## config.mk

```make
export PLATFORM = sky130hd
export DESIGN_NAME = systemizer_loader
export DESIGN_NICKNAME = d
export VERILOG_FILES = /design/src/rtl/systemizer_loader.sv
export SDC_FILE = /design/constraint.sdc
export NUM_CORES = 1
export LEC_CHECK = 0
export BUFFER_PORTS_ARGS = -buffer_cell sky130_fd_sc_hd__buf_2
export CORE_MARGIN = 5
export CORE_UTILIZATION = 49
export DETAILED_ROUTE_END_ITERATION = 8
export HOLD_SLACK_MARGIN = 0.03
export PLACE_DENSITY_LB_ADDON = 0.05
export RECOVER_POWER = 50
export SKIP_CTS_REPAIR_TIMING = 1
export SLEW_MARGIN = 20
export SYNTH_ARGS = -nofsm -noshare
export SYNTH_HDL_FRONTEND = slang
export SYNTH_SLANG_ARGS = --single-unit
export TNS_END_PERCENT = 100
```

## constraint.sdc

```tcl
create_clock -name clk -period 2 [get_ports clk]
set_clock_uncertainty 0.15 [all_clocks]
set_input_delay 0.1 -clock clk [delete_from_list [all_inputs] [get_ports clk]]
set_output_delay 0.1 -clock clk [all_outputs]
set_load 0.01 [all_outputs]
```

## src/rtl/systemizer_loader.sv

```systemverilog
// Packs a row-major L x K GF(M) matrix into BLOCK-element RAM words, starts the systemizer and
// latches its verdict. Optional feature macro: SYSTEMIZER_LOADER_RANGE_CHECK_EN (element range check).
module systemizer_loader #(
   parameter int L     = 8,
   parameter int K     = 16,
   parameter int M     = 3,
   parameter int BLOCK = 4,
   localparam int ELEM_W = $clog2(M),
   localparam int WORD_W = BLOCK * ELEM_W,
   localparam int DEPTH  = (L * K) / BLOCK,
   localparam int ADDR_W = (DEPTH > 1) ? $clog2(DEPTH) : 1
) (
   input  logic              clk,
   input  logic              rst_n,
   input  logic              load_go,
   input  logic              in_valid,
   input  logic [ELEM_W-1:0] in_elem,
   output logic              in_ready,
   output logic              wr_en,
   output logic [ADDR_W-1:0] wr_addr,
   output logic [WORD_W-1:0] wr_data,
   output logic              sys_start,
   input  logic              sys_done,
   input  logic              sys_success,
   input  logic              sys_fail,
   output logic              busy,
   output logic              done,
   output logic              success,
   output logic              fail,
   output logic              range_err
);

   localparam int LANE_W = (BLOCK > 1) ? $clog2(BLOCK) : 1;

   typedef enum logic [2:0] {
      S_IDLE,
      S_LOAD,
      S_START,
      S_WAIT,
      S_REPORT
   } state_t;

   state_t            state, state_nxt;
   logic [LANE_W-1:0] lane;
   logic [ADDR_W-1:0] word;
   logic [WORD_W-1:0] pack, pack_nxt;
   logic              load_full;
   logic              accept;
   logic              last_lane;
   logic              last_word;
   logic              load_begin;
   logic [ELEM_W-1:0] elem_v;

   assign accept     = in_valid & in_ready;
   assign last_lane  = (lane == LANE_W'(BLOCK - 1));
   assign last_word  = (word == ADDR_W'(DEPTH - 1));
   assign load_begin = (state == S_IDLE) & load_go;

`ifdef SYSTEMIZER_LOADER_RANGE_CHECK_EN
   logic elem_bad;
   logic range_err_q;

   function automatic logic elem_out_of_range(input logic [ELEM_W-1:0] e);
      return {{(32 - ELEM_W){1'b0}}, e} >= 32'(M);
   endfunction

   assign elem_bad  = elem_out_of_range(in_elem);
   assign elem_v    = elem_bad ? '0 : in_elem;
   assign range_err = range_err_q;

   always_ff @(posedge clk) begin
      if (!rst_n) begin
         range_err_q <= 1'b0;
      end else if (load_begin) begin
         range_err_q <= 1'b0;
      end else if (accept && elem_bad) begin
         range_err_q <= 1'b1;
      end
   end
`else
   assign elem_v    = in_elem;
   assign range_err = 1'b0;
`endif

   always_ff @(posedge clk) begin
      if (!rst_n) begin
         state <= S_IDLE;
      end else begin
         state <= state_nxt;
      end
   end

   // load_full marks the cycle carrying the final write; in_ready is already low there.
   always_comb begin
      state_nxt = state;
      in_ready  = 1'b0;
      sys_start = 1'b0;
      busy      = 1'b1;
      done      = 1'b0;
      case (state)
         S_IDLE: begin
            busy = 1'b0;
            if (load_go) state_nxt = S_LOAD;
         end
         S_LOAD: begin
            in_ready = ~load_full;
            if (load_full) state_nxt = S_START;
         end
         S_START: begin
            sys_start = 1'b1;
            state_nxt = S_WAIT;
         end
         S_WAIT: begin
            if (sys_done) state_nxt = S_REPORT;
         end
         S_REPORT: begin
            done      = 1'b1;
            state_nxt = S_IDLE;
         end
         default: state_nxt = S_IDLE;
      endcase
   end

   always_comb begin
      pack_nxt = pack;
      pack_nxt[lane * ELEM_W +: ELEM_W] = elem_v;
   end

   // Stage p0 -> p1: beat into pack register; a completed word is presented to RAM one cycle later.
   always_ff @(posedge clk) begin
      if (!rst_n) begin
         lane      <= '0;
         word      <= '0;
         pack      <= '0;
         load_full <= 1'b0;
         wr_en     <= 1'b0;
         wr_addr   <= '0;
         wr_data   <= '0;
         success   <= 1'b0;
         fail      <= 1'b0;
      end else begin
         wr_en <= 1'b0;
         if (load_begin) begin
            lane      <= '0;
            word      <= '0;
            load_full <= 1'b0;
            success   <= 1'b0;
            fail      <= 1'b0;
         end
         if (accept) begin
            pack <= pack_nxt;
            if (last_lane) begin
               lane    <= '0;
               wr_en   <= 1'b1;
               wr_addr <= word;
               wr_data <= pack_nxt;
               word    <= word + 1'b1;
               if (last_word) load_full <= 1'b1;
            end else begin
               lane <= lane + 1'b1;
            end
         end
         if (state == S_WAIT && sys_done) begin
            success <= sys_success;
            fail    <= sys_fail;
         end
      end
   end

endmodule

```

==> flow_metrics.tcl <==
set metrics [dict create \
    status "complete, but fails checks" \
    violations "negative hold slack" \
    synth_nets 211 \
    synth_top_area_cell "dfxtp_1" \
    firstDrtPassIters 4 \
    total_power_uw 1190 \
    cp.arrival_ns 1.99 \
    rsz0062_at_grt "false" \
    drive_gt1_frac 0.130 \
    p_int_uw 890 \
    insertion_delay_ns 0.33 \
    core_area_um2 3340 \
    grt_pass1_vias 1449 \
    endpoint_kind "register" \
    power_frac_comb 0.119 \
    slew_violations 0 \
    fp.dieArea_um2 4720 \
    setup_viol 0 \
    wl_per_cell_um 13.7 \
    fin_crit_ns 1.90 \
    synth_top_area_share 0.415 \
    whs_ns -0.000142 \
    initial_core_util 0.506 \
    diodes 0 \
    synth_edf_count 0 \
    cp-start-kind "register" \
    hold_viol_final 1 \
    num_rows 21 \
    area_growth_pct 19.9 \
    yosys_register_bits 35 \
    dp_hpwl_um 2710 \
    die_y_um 68.7 \
    yosysSeqAreaShare 0.415 \
    critical_path_required_ns 2.09 \
    synthCells 194 \
    antenna_found_initial 0 \
    syn_avg_cell_area_um2 8.71 \
    clkSinkCount 35 \
    p_clk_frac 0.284 \
    grt_max_degree 23 \
    wl_um 3800 \
    ys_warn_count 0 \
    die_x_um 68.7 \
    cts_buffers 5 \
    cts-root-buf "clkbuf_4" \
    timing.final.crit_share 0.949 \
    synth_area_um2 1690 \
    grt_pass1_wl_um 6240 \
    cp_max_fo 7 \
    io_pins 30 \
    ir_drop_mv 0.356 \
    ys_types 36 \
    nNetsFinal 249 \
    ant_nets 0 \
    drc 0 \
    power_switching_uw 300 \
    fin_setup_tns_ns 0 \
    seqPwrFrac 0.597 \
    synth_common_cells "35 x dfxtp_1, 27 x a21oi_1, 17 x nand3_1" \
    maxCapViolations 0 \
    ys.flop_type "dfxtp_1" \
    vias_per_cell 5.66 \
    path_clk_slew_ns 0.10 \
    drtIter0Drc 84 \
    hold_path.class "in2reg" \
    power_density_nw_per_um2 588 \
    max_freq_ghz 0.527 \
    cts_tree "built" \
    num-fill-cells 336 \
    portBuffers 28 \
    grt-ovfl-total 0 \
    crit_type "reg2reg" \
    async_flop_share 0 \
    h-tree-depth 2 \
    globalplace.congestion 0.779 \
    synth.area.top_cells "dfxtp_1 41%, a21oi_1 8.0%, ha_1 5.9%" \
    swShare 0.252 \
    yosysMostFrequentCell "dfxtp_1" \
    vias 1568 \
    leakage_uw 0.000732 \
    grt_usage 0.175 \
    cts_buffer_depth 2 \
]
power by group through the flow:
| stage | sequential (uW) | combinational [uW] | clock, uW |
|---|---|---|---|
| after floorplan | 726 | 85.2 | 0 |
| after detailed placement | 726 | 131 | 0 |
| final | 710 | 142 | 337 |
| after global routing | 711 | 156 | 379 |
| after global placement | 726 | 127 | 0 |
| after CTS | 710 | 132 | 354 |
cells in the final DEF, fill, tap and decap left out, drive strengths merged, types with 7 or more instances in the layout:
cell type and n:
a21oi 27, nor2b 7, nand2 10, dfxtp 35, clkbuf 27, ha 8
nand3 17, buf 22, a311oi 7
layer usage:
metal / track usage / share of wire / up-vias
met2: 0.287 / 0.46 / 30
met1: 0.211 / 0.47 / 737
met5: 0 / 0 / -
met3: 0.0535 / 0.051 / 9
li1: - / - / 792
met4: 0.0754 / 0.018 / 0
registers in the layout, indices dropped and copies added (netlist names):
name / cells
pack: 8
wr_data: 8
state: 3
wr_addr: 5
word: 5
wr_en: 1
success: 1
load_full: 1
fail: 1
lane: 2
critical path, cell delays in order (launching register included):
cell and delay (ns):
dfxtp_1 0.40, inv_1 0.10, ha_1 0.28, nor4bb_1 0.34, buf_4 0.19, nand3_1 0.08
a311oi_1 0.26
stage by stage:
stage	utilization	worst slack, ns	instance area [um^2]	hold slack (ns)	std cells
3_5_place_dp	0.583	0.113	1950	0.203	265
6_report	0.607	0.101	2020	-0.000142	277
5_1_grt	0.607	0.0252	2020	0.0382	277
2_1_floorplan	-	0.0859	1690	0.0682	194
3_3_place_gp	0.583	0.200	1950	0.192	265
4_1_cts	0.595	-0.0821	1990	-0.168	271
area by class of cell:
cell class / count / area [um^2] / area share
multi-input combinational: 135 / 891 / 0.440
clock buffer: 6 / 41.3 / 0.0204
tap: 46 / 57.6 / 0.0284
timing repair buffer: 49 / 309 / 0.153
sequential: 35 / 701 / 0.346
inverter: 6 / 25.0 / 0.0124
final timing paths:
| kind | startpoint | to | slack (ns) | depth (start not counted) |
|---|---|---|---|---|
| setup / recovery | lane[0] | wr_data[3] | 0.10 | 6 |
| hold reg to reg | pack[7] | pack[7] | 0.31 | 2 |
| hold / removal | load_go | state[0] | -0.0001 | 4 |
| setup reg to reg | lane[0] | wr_data[3] | 0.10 | 6 |
cell families (layout without fill, tap and decap cells):
kind of cell / count (synthesis) / count (layout) / synth area share
AO/OA/AOI/OAI: 62 / 62 / 0.233
buffers and inverters: 24 / 61 / 0.0600
multiplexers: 4 / 4 / 0.0237
other: 1 / 1 / 0.00222
adder cells (fa/ha/maj): 8 / 8 / 0.0593
AND/OR/NAND/NOR: 60 / 60 / 0.207
flip-flops: 35 / 35 / 0.415
No activity file was read; power rests on OpenSTA's default activity.
